==> src/rtl/execute_cycle_if.sv <==
// rtl/execute_cycle_if.sv - ID/EX input bundle and EX/MEM output bundle of the execute stage
interface execute_cycle_if #(
    parameter int DATA_W = 32,
    parameter int REG_AW = 5
);
    // ID/EX bundle and forwarding controls
    logic              RegWriteE;
    logic              ALUSrcE;
    logic              MemWriteE;
    logic              ResultSrcE;
    logic              BranchE;
    logic [2:0]        ALUControlE;
    logic [DATA_W-1:0] RD1_E;
    logic [DATA_W-1:0] RD2_E;
    logic [DATA_W-1:0] Imm_Ext_E;
    logic [REG_AW-1:0] RS1_E;
    logic [REG_AW-1:0] RS2_E;
    logic [REG_AW-1:0] RD_E;
    logic [DATA_W-1:0] PCE;
    logic [DATA_W-1:0] PCPlus4E;
    logic [1:0]        ForwardA_E;
    logic [1:0]        ForwardB_E;
    logic [DATA_W-1:0] ResultW;

    // branch resolution, EX/MEM register and hazard-unit taps
    logic              PCSrcE;
    logic [DATA_W-1:0] PCTargetE;
    logic              RegWriteM;
    logic              MemWriteM;
    logic              ResultSrcM;
    logic [REG_AW-1:0] RD_M;
    logic [DATA_W-1:0] ALUResultM;
    logic [DATA_W-1:0] WriteDataM;
    logic [DATA_W-1:0] PCPlus4M;
    logic [REG_AW-1:0] RS1_H;
    logic [REG_AW-1:0] RS2_H;

    modport master (
        output RegWriteE, ALUSrcE, MemWriteE, ResultSrcE, BranchE, ALUControlE,
               RD1_E, RD2_E, Imm_Ext_E, RS1_E, RS2_E, RD_E, PCE, PCPlus4E,
               ForwardA_E, ForwardB_E, ResultW,
        input  PCSrcE, PCTargetE, RegWriteM, MemWriteM, ResultSrcM, RD_M,
               ALUResultM, WriteDataM, PCPlus4M, RS1_H, RS2_H
    );

    modport slave (
        input  RegWriteE, ALUSrcE, MemWriteE, ResultSrcE, BranchE, ALUControlE,
               RD1_E, RD2_E, Imm_Ext_E, RS1_E, RS2_E, RD_E, PCE, PCPlus4E,
               ForwardA_E, ForwardB_E, ResultW,
        output PCSrcE, PCTargetE, RegWriteM, MemWriteM, ResultSrcM, RD_M,
               ALUResultM, WriteDataM, PCPlus4M, RS1_H, RS2_H
    );
endinterface

==> src/rtl/execute_cycle.sv <==
// rtl/execute_cycle.sv - RISC-V EX stage: forwarding, ALU, branch resolution, EX/MEM register
module execute_cycle #(
    parameter int DATA_W = 32,
    parameter int REG_AW = 5
) (
    input logic           clk,
    input logic           rst,
    execute_cycle_if.slave bus
);
    localparam logic [2:0] ALU_ADD = 3'b000;
    localparam logic [2:0] ALU_SUB = 3'b001;
    localparam logic [2:0] ALU_AND = 3'b010;
    localparam logic [2:0] ALU_OR  = 3'b011;
    localparam logic [2:0] ALU_XOR = 3'b100;
    localparam logic [2:0] ALU_SLT = 3'b101;

    logic              reg_write_m;
    logic              mem_write_m;
    logic              result_src_m;
    logic [REG_AW-1:0] rd_m;
    logic [DATA_W-1:0] alu_result_m;
    logic [DATA_W-1:0] write_data_m;
    logic [DATA_W-1:0] pc_plus4_m;

    logic [DATA_W-1:0] src_a;
    logic [DATA_W-1:0] fwd_b;
    logic [DATA_W-1:0] src_b;
    logic [DATA_W-1:0] alu_result;
    logic              slt_lt;

    // Forward select 10 feeds back our own EX/MEM result; 11 falls back to the register file.
    always_comb begin
        src_a = bus.RD1_E;
        case (bus.ForwardA_E)
            2'b01:   src_a = bus.ResultW;
            2'b10:   src_a = alu_result_m;
            default: src_a = bus.RD1_E;
        endcase
    end

    always_comb begin
        fwd_b = bus.RD2_E;
        case (bus.ForwardB_E)
            2'b01:   fwd_b = bus.ResultW;
            2'b10:   fwd_b = alu_result_m;
            default: fwd_b = bus.RD2_E;
        endcase
    end

    assign src_b  = bus.ALUSrcE ? bus.Imm_Ext_E : fwd_b;
    assign slt_lt = $signed(src_a) < $signed(src_b);

    always_comb begin
        alu_result = '0;
        case (bus.ALUControlE)
            ALU_ADD: alu_result = src_a + src_b;
            ALU_SUB: alu_result = src_a - src_b;
            ALU_AND: alu_result = src_a & src_b;
            ALU_OR:  alu_result = src_a | src_b;
            ALU_XOR: alu_result = src_a ^ src_b;
            ALU_SLT: alu_result = {{(DATA_W-1){1'b0}}, slt_lt};
            default: alu_result = '0;
        endcase
    end

    // Branch outputs are purely combinational and intentionally not gated by reset.
    assign bus.PCSrcE    = bus.BranchE & (alu_result == '0);
    assign bus.PCTargetE = bus.PCE + bus.Imm_Ext_E;

    always_ff @(posedge clk) begin
        if (!rst) begin
            reg_write_m  <= 1'b0;
            mem_write_m  <= 1'b0;
            result_src_m <= 1'b0;
            rd_m         <= '0;
            alu_result_m <= '0;
            write_data_m <= '0;
            pc_plus4_m   <= '0;
        end else begin
            reg_write_m  <= bus.RegWriteE;
            mem_write_m  <= bus.MemWriteE;
            result_src_m <= bus.ResultSrcE;
            rd_m         <= bus.RD_E;
            alu_result_m <= alu_result;
            write_data_m <= fwd_b;
            pc_plus4_m   <= bus.PCPlus4E;
        end
    end

    assign bus.RegWriteM  = reg_write_m;
    assign bus.MemWriteM  = mem_write_m;
    assign bus.ResultSrcM = result_src_m;
    assign bus.RD_M       = rd_m;
    assign bus.ALUResultM = alu_result_m;
    assign bus.WriteDataM = write_data_m;
    assign bus.PCPlus4M   = pc_plus4_m;
    assign bus.RS1_H      = bus.RS1_E;
    assign bus.RS2_H      = bus.RS2_E;
endmodule

==> src/flat_wrapper.sv <==
// flat-port wrapper written by rule: the top's interface ports become plain ports
module execute_cycle_flat 
#(
    parameter int DATA_W = 32,
    parameter int REG_AW = 5
)
  (clk, rst, bus_RegWriteE, bus_ALUSrcE, bus_MemWriteE, bus_ResultSrcE, bus_BranchE, bus_ALUControlE, bus_RD1_E, bus_RD2_E, bus_Imm_Ext_E, bus_RS1_E, bus_RS2_E, bus_RD_E, bus_PCE, bus_PCPlus4E, bus_ForwardA_E, bus_ForwardB_E, bus_ResultW, bus_PCSrcE, bus_PCTargetE, bus_RegWriteM, bus_MemWriteM, bus_ResultSrcM, bus_RD_M, bus_ALUResultM, bus_WriteDataM, bus_PCPlus4M, bus_RS1_H, bus_RS2_H);
  execute_cycle_if #(.DATA_W(DATA_W), .REG_AW(REG_AW)) bus_i ();
  input logic clk;
  input logic rst;
  input wire logic [$bits(bus_i.RegWriteE)-1:0] bus_RegWriteE;
  input wire logic [$bits(bus_i.ALUSrcE)-1:0] bus_ALUSrcE;
  input wire logic [$bits(bus_i.MemWriteE)-1:0] bus_MemWriteE;
  input wire logic [$bits(bus_i.ResultSrcE)-1:0] bus_ResultSrcE;
  input wire logic [$bits(bus_i.BranchE)-1:0] bus_BranchE;
  input wire logic [$bits(bus_i.ALUControlE)-1:0] bus_ALUControlE;
  input wire logic [$bits(bus_i.RD1_E)-1:0] bus_RD1_E;
  input wire logic [$bits(bus_i.RD2_E)-1:0] bus_RD2_E;
  input wire logic [$bits(bus_i.Imm_Ext_E)-1:0] bus_Imm_Ext_E;
  input wire logic [$bits(bus_i.RS1_E)-1:0] bus_RS1_E;
  input wire logic [$bits(bus_i.RS2_E)-1:0] bus_RS2_E;
  input wire logic [$bits(bus_i.RD_E)-1:0] bus_RD_E;
  input wire logic [$bits(bus_i.PCE)-1:0] bus_PCE;
  input wire logic [$bits(bus_i.PCPlus4E)-1:0] bus_PCPlus4E;
  input wire logic [$bits(bus_i.ForwardA_E)-1:0] bus_ForwardA_E;
  input wire logic [$bits(bus_i.ForwardB_E)-1:0] bus_ForwardB_E;
  input wire logic [$bits(bus_i.ResultW)-1:0] bus_ResultW;
  output wire logic [$bits(bus_i.PCSrcE)-1:0] bus_PCSrcE;
  output wire logic [$bits(bus_i.PCTargetE)-1:0] bus_PCTargetE;
  output wire logic [$bits(bus_i.RegWriteM)-1:0] bus_RegWriteM;
  output wire logic [$bits(bus_i.MemWriteM)-1:0] bus_MemWriteM;
  output wire logic [$bits(bus_i.ResultSrcM)-1:0] bus_ResultSrcM;
  output wire logic [$bits(bus_i.RD_M)-1:0] bus_RD_M;
  output wire logic [$bits(bus_i.ALUResultM)-1:0] bus_ALUResultM;
  output wire logic [$bits(bus_i.WriteDataM)-1:0] bus_WriteDataM;
  output wire logic [$bits(bus_i.PCPlus4M)-1:0] bus_PCPlus4M;
  output wire logic [$bits(bus_i.RS1_H)-1:0] bus_RS1_H;
  output wire logic [$bits(bus_i.RS2_H)-1:0] bus_RS2_H;
  assign bus_i.RegWriteE = bus_RegWriteE;
  assign bus_i.ALUSrcE = bus_ALUSrcE;
  assign bus_i.MemWriteE = bus_MemWriteE;
  assign bus_i.ResultSrcE = bus_ResultSrcE;
  assign bus_i.BranchE = bus_BranchE;
  assign bus_i.ALUControlE = bus_ALUControlE;
  assign bus_i.RD1_E = bus_RD1_E;
  assign bus_i.RD2_E = bus_RD2_E;
  assign bus_i.Imm_Ext_E = bus_Imm_Ext_E;
  assign bus_i.RS1_E = bus_RS1_E;
  assign bus_i.RS2_E = bus_RS2_E;
  assign bus_i.RD_E = bus_RD_E;
  assign bus_i.PCE = bus_PCE;
  assign bus_i.PCPlus4E = bus_PCPlus4E;
  assign bus_i.ForwardA_E = bus_ForwardA_E;
  assign bus_i.ForwardB_E = bus_ForwardB_E;
  assign bus_i.ResultW = bus_ResultW;
  assign bus_PCSrcE = bus_i.PCSrcE;
  assign bus_PCTargetE = bus_i.PCTargetE;
  assign bus_RegWriteM = bus_i.RegWriteM;
  assign bus_MemWriteM = bus_i.MemWriteM;
  assign bus_ResultSrcM = bus_i.ResultSrcM;
  assign bus_RD_M = bus_i.RD_M;
  assign bus_ALUResultM = bus_i.ALUResultM;
  assign bus_WriteDataM = bus_i.WriteDataM;
  assign bus_PCPlus4M = bus_i.PCPlus4M;
  assign bus_RS1_H = bus_i.RS1_H;
  assign bus_RS2_H = bus_i.RS2_H;
  execute_cycle #(.DATA_W(DATA_W), .REG_AW(REG_AW)) u_core (.clk(clk), .rst(rst), .bus(bus_i));
endmodule
==> config.mk <==
export PLATFORM = sky130hd
export DESIGN_NAME = execute_cycle_flat
export DESIGN_NICKNAME = d
export VERILOG_FILES = /design/src/rtl/execute_cycle_if.sv /design/src/rtl/execute_cycle.sv /design/src/flat_wrapper.sv
export SDC_FILE = /design/constraint.sdc
export NUM_CORES = 1
export LEC_CHECK = 0
export CORE_ASPECT_RATIO = 0.9
export CORE_MARGIN = 2
export CORE_UTILIZATION = 52
export CTS_BUF_LIST = sky130_fd_sc_hd__clkbuf_16
export DETAILED_ROUTE_END_ITERATION = 8
export PLACE_DENSITY = 0.85
export SLEW_MARGIN = 20
export SYNTH_ARGS = -nofsm -noshare
export SYNTH_HDL_FRONTEND = slang
export SYNTH_SLANG_ARGS = --single-unit
export TNS_END_PERCENT = 30
==> constraint.sdc <==
create_clock -name clk -period 11.4 [get_ports clk]
set_input_delay 2.28 -clock clk [delete_from_list [all_inputs] [get_ports clk]]
set_output_delay 2.28 -clock clk [all_outputs]
set_load 0.005 [all_outputs]
==> out/results.tsv, run 1 <==
stage	metric	value	unit
synthesis	synth_commonest_cells	nor2_1, nand2_1, ha_1	
setup_path	crit_type	in2out	
timing	slew_viol_final	0	
cts	holdBufCountCts	0	
route	routedWlPerCell	23.6	um
timing	fmax	88.6	MHz
power	p_seq_share	24.4	%
cts	cts-resized-gates	0	
floorplanning	fp.dieH	145	um
grt	antenna_found_initial	3	
placement	dpl_worst_slack	0.461	ns
flow_run	drv_cap	0	
synthesis	ys_ff_latch	104	
route	dr.pass1.iters	6	
synthesis	ys_seq_area_share	18.2	%
placement	dp.cells	2146	
floorplanning	die_w	160	um
route	drtIter0Drc	2246	
synthesis	yosysTopAreaCell	dfxtp_1	
power	intPower	0.972	mW
synthesis	yosys_warnings	0	
power	clkPwrFrac	20.7	%
timing	timing.final.crit_share	99.1	%
setup_path	cp_data_required_time	9.12	ns
synthesis	synthArstFlopShare	0	%
synthesis	syn_area	0.0114	mm^2
cts	root_buffer	clkbuf_16	
power	swShare	43.0	%
synthesis	syn_nets	1961	
cts	cts_tree	yes	
cts	clkSinkCount	104	
power	p_per_area	112	mW/mm^2
timing	worst_pin_slew	0.994	ns
timing	setup_viol_count_final	0	
route	ant_nets	0	
placement	portBuffers	347	
cells_and_area	fin_util	70.6	%
power	p_comb_share	54.9	%
cts	cts.htree.levels	3	
cells_and_area	final_cell_area	0.0152	mm^2
grt	overflow	0	
cells_and_area	fill_cells	1766	
placement	routabilityCongestion	1.07	
grt	grt_max_degree	65	
grt	grt_pass1_vias	12500	
hold_path	hp-class	reg2reg	
outcome	outcome	completed	
timing	rsz0062_at_grt	false	
timing	finClkSkew	0.0136	ns
cts	clk_path_buf_depth	2	
cells_and_area	syn_to_final_growth	33.3	%
floorplanning	num_rows	51	
synthesis	synth_flop_cell	dfxtp_1	
route	drc	0	
cts	clk_pin_slew	0.08	ns
cts	cts_setup_buffers	0	
grt	track_usage	41.7	%
floorplanning	io_pins	368	
floorplanning	start_util	53.0	%
floorplanning	coreArea	0.0216	mm^2
setup_path	arrival	9.01	ns
cts	numCtsBuffers	9	
cells_and_area	fin_nets	2230	
synthesis	ys_top_cells_by_area	dfxtp_1, ha_1, a21oi_1	
synthesis	yosysMostFrequentCell	nor2_1	
power	ir_drop	81.3	uV
route	totalWireLength	51100	um
synthesis	synth_edf_count	0	
synthesis	synth_top_area_share	18.2	%
synthesis	syn_inst	1597	
route	viasPerCell	6.40	
power	power_leakage	6.23	nW
timing	relSlewSlack	33.0	%
placement	place_area	0.0149	mm^2
setup_path	cp-end-kind	output port	
synthesis	synth.avg_cell_area	7.15	um^2
setup_path	startpoint_type	input port	
timing	period_needed	11.29	ns
timing	setup_tns	0	ns
route	vias	13900	
synthesis	ys_types	89	
floorplanning	floorplan.die_area	0.0232	mm^2
cts	insertion_delay	0.37	ns
setup_path	cp_max_fo	17	
grt	grt_first_pass_wirelength	74300	um
placement	place_hpwl	40500	um
cells_and_area	drive_above_1_share	3.96	%
timing	timing.final.hold_violations	0	
power	netSwitchingPower	0.734	mW
timing	worst_slack	0.108	ns
cells_and_area	final_cells	2165	
power by group through the flow:
stage	Sequential, mW	Combinational, mW	Clock, mW
2_1_floorplan	0.420	0.536	0
3_3_place_gp	0.423	0.886	0
3_5_place_dp	0.423	0.899	0
4_1_cts	0.414	0.904	0.354
5_1_grt	0.418	0.998	0.361
6_report	0.416	0.937	0.353
placed cells by master, fill, tap and decap left out, drive strengths merged, types with 11 or more instances in the layout:
cell type,count
a211oi,25
a21o,26
a21oi,139
a22oi,68
a31oi,11
and2,54
and3,11
buf,19
clkdlybuf4s50,344
dfxtp,104
ha,140
inv,114
nand2,141
nand2b,12
nand3,25
nand4,18
nor2,182
nor2b,16
nor3,23
nor4,17
o211ai,30
o21a,20
o21ai,125
o31ai,18
xnor2,30
state kept, by name, summed over array words and instances (netlist names):
register / cells
u_core.bus.RegWriteM: 1
u_core.bus.PCPlus4M: 32
u_core.bus.WriteDataM: 32
u_core.bus.ResultSrcM: 1
u_core.bus.RD_M: 5
u_core.bus.ALUResultM: 32
u_core.bus.MemWriteM: 1
routing by layer:
layer	share of wire, %	vias up	GRT usage, %
met5	0	-	0
met3	14	141	12.6
met1	40	6445	56.5
met2	43	1020	63.2
met4	3.3	0	13.8
li1	-	6258	-
critical path, cell delays in order:
cell and delay (ns):
clkdlybuf4s50_1 0.49, ha_1 0.62, a22oi_1 0.22, nor2_1 0.19, a21oi_1 0.08, o21ai_0 0.57, ha_1 0.48, a21oi_1 0.21
o21ai_0 0.37, a41oi_1 0.26, and2_1 0.26, or4_1 0.51, a21oi_1 0.21, mux2i_1 0.27, nand3_1 0.12, a2111oi_0 0.72
nand4_1 0.30, nor4_2 0.30, clkdlybuf4s50_1 0.56
metrics by stage:
stage,power [mW],hold WS [ns]
after floorplan,0.956,0.635
after global placement,1.31,0.652
after detailed placement,1.32,0.673
after CTS,1.67,0.705
after global routing,1.78,0.745
final,1.71,0.711
worst paths after layout:
check	from	cells past startpoint	end	slack, ns
min reg2reg	u_core.bus.ALUResultM[20]	4	u_core.bus.WriteDataM[20]	0.71
max reg2reg	u_core.bus.ALUResultM[8]	16	u_core.bus.ALUResultM[31]	6.72
min	u_core.bus.ALUResultM[20]	4	u_core.bus.WriteDataM[20]	0.71
max	bus_ForwardB_E[0]	19	bus_PCSrcE	0.11
cells by family after synthesis:
logic type | share of synthesized area (%)
DFF | 18.2
adders and majority gates | 15.9
buffers and inverters | 7.73
muxes | 0.854
AOI/OAI and AO/OA | 32.2
xor gates and xnor gates | 3.07
and+or+nand+nor | 22.1
final cells by class:
class	count	area (um^2)	share of cell area, %
antenna	3	7.51	0.0493
clock buffer	9	225	1.48
clock inverter	7	92.6	0.608
inverter	109	409	2.69
multi-input combinational	1279	8470	55.6
sequential	104	2080	13.7
tap	291	364	2.39
timing repair buffer	363	3580	23.5
Note: power is estimated with default switching activity, not from simulation.
==> run 2, diff against run 1 <==
Settings changed: CORE_MARGIN 2 to 8.
==> run 2 against run 1 <==
Sequential share of layout area hardly changed; global-route usage decreased by 5.3 points; largest power group unchanged; critical endpoint unchanged; first-iteration DRC count shrank 13%.
==> out/results.tsv, run 2 (same netlist as run 1, synthesis figures left out) <==
stage	metric	value	unit
setup_path	arrival	8.66	ns
setup_path	cp_max_fo	23	
power	power_leakage	6.23	nW
grt	overflow	0	
cells_and_area	most-common-layout-cells	clkdlybuf4s50_1, nor2_1, nand2_1, a21oi_1, ha_1	
timing	worst_pin_slew	0.923	ns
floorplanning	start_util	52.8	%
placement	routabilityCongestion	1.02	
grt	track_usage	36.4	%
timing	period_needed	10.94	ns
setup_path	startpoint_type	input port	
setup_path	cp_data_required_time	9.12	ns
grt	grt_first_pass_wirelength	75800	um
cells_and_area	final_cells	2169	
cells_and_area	fill_cells	1834	
route	drtIter0Drc	1943	
timing	finClkSkew	0.0120	ns
setup_path	crit_type	in2out	
grt	grt_max_degree	57	
timing	worst_slack	0.463	ns
floorplanning	num_rows	51	
cts	holdBufCountCts	0	
cts	clkSinkCount	104	
power	ir_drop	69.0	uV
placement	dpl_worst_slack	0.718	ns
floorplanning	io_pins	368	
cts	numCtsBuffers	9	
grt	grt_pass1_vias	12700	
timing	rsz0062_at_grt	false	
route	totalWireLength	51700	um
cts	clk_pin_slew	0.08	ns
floorplanning	fp.dieH	157	um
timing	setup_viol_count_final	0	
route	viasPerCell	6.29	
route	drc	0	
cells_and_area	layout_commonest_cell	clkdlybuf4s50_1	
placement	portBuffers	347	
cts	cts_tree	yes	
floorplanning	coreArea	0.0216	mm^2
route	vias	13600	
cts	cts.htree.levels	3	
timing	fmax	91.4	MHz
placement	place_hpwl	42000	um
cts	cts_setup_buffers	0	
timing	relSlewSlack	37.8	%
placement	dp.cells	2148	
setup_path	cp-end-kind	output port	
timing	timing.final.hold_violations	0	
timing	timing.final.crit_share	95.9	%
cells_and_area	fin_util	70.4	%
timing	slew_viol_final	0	
hold_path	hp-class	reg2reg	
flow_run	drv_cap	0	
power	p_per_area	110	mW/mm^2
cts	root_buffer	clkbuf_16	
cts	cts-resized-gates	0	
cells_and_area	drive_above_1_share	4.00	%
floorplanning	die_w	172	um
route	ant_nets	0	
floorplanning	floorplan.die_area	0.0270	mm^2
cts	clk_path_buf_depth	2	
timing	setup_tns	0	ns
timing	hold_slack	0.682	ns
outcome	outcome	completed	
grt	antenna_found_initial	6	
route	routedWlPerCell	23.8	um
cts	insertion_delay	0.37	ns
route	dr.pass1.iters	6	
cells_and_area	syn_to_final_growth	33.4	%
cells_and_area	fin_nets	2232	
[run 2: cell count changes in the layout (fill, tap and decap cells not counted)]
cell        delta
clkinv_8       +3
inv_6          -3
buf_4          +2
diode_2        +2
bufinv_16      -1
clkinv_4       +1
clkinvlp_4     +1
inv_12         -1
nor2_1         +1
nor2_2         -1
[run 2: metal layers]
| metal | vias to the layer above | share of wire [%] | track usage [%] |
|---|---|---|---|
| li1 | 6267 | - | - |
| met1 | 6282 | 40 | 48.1 |
| met2 | 937 | 43 | 54.2 |
| met3 | 153 | 13 | 10.8 |
| met4 | 2 | 3.9 | 15.1 |
| met5 | - | 0.025 | 0 |
[run 2: worst max-delay path, cell delays in order]
cell and delay (ns):
clkdlybuf4s50_1 0.52, ha_1 0.40, buf_4 0.33, a22oi_1 0.13, nor2_1 0.12, a21oi_1 0.06, o21ai_0 0.40, ha_1 0.24
inv_1 0.07, fa_1 0.48, or2b_1 0.27, a21oi_1 0.24, o21a_1 0.29, o21ai_1 0.12, and2_1 0.19, o31ai_1 0.42
nand4_1 0.19, a2111o_1 0.42, nor4_1 0.42, nand4_1 0.21, nor4_2 0.25, clkdlybuf4s50_1 0.57
[run 2: final timing paths]
check / start / endpoint / slack (ns) / depth (start not counted)
hold reg to reg: u_core.bus.ALUResultM[3] / u_core.bus.WriteDataM[3] / 0.68 / 4
hold / removal: u_core.bus.ALUResultM[3] / u_core.bus.WriteDataM[3] / 0.68 / 4
setup reg to reg: u_core.bus.ALUResultM[13] / u_core.bus.ALUResultM[28] / 6.84 / 15
setup / recovery: bus_ForwardB_E[0] / bus_PCSrcE / 0.46 / 22
[run 2: final cells by class]
class                      count  area (um^2)  share of cell area, %
antenna                        5         12.5                 0.0821
clock buffer                   9          225                   1.48
clock inverter                 7         85.1                  0.558
inverter                     109          409                   2.68
multi-input combinational   1279         8470                   55.6
sequential                   104         2080                   13.7
tap                          291          364                   2.39
timing repair buffer         365         3590                   23.6
[run 2: where the power goes]
part / total (mW) / switching [mW] / internal [mW] / leakage, nW
Sequential: 0.419 / 0.0257 / 0.394 / 0.861
Combinational: 0.931 / 0.531 / 0.400 / 5.23
Clock: 0.327 / 0.170 / 0.157 / 0.146
Total: 1.68 / 0.727 / 0.950 / 6.23
[run 2: through the flow]
stage                     area (um^2)  power, mW
final                           15200       1.68
after global routing            15200       1.76
after CTS                       15200       1.65
after detailed placement        14900       1.32
after global placement          14900       1.31
after floorplan                 11400      0.956
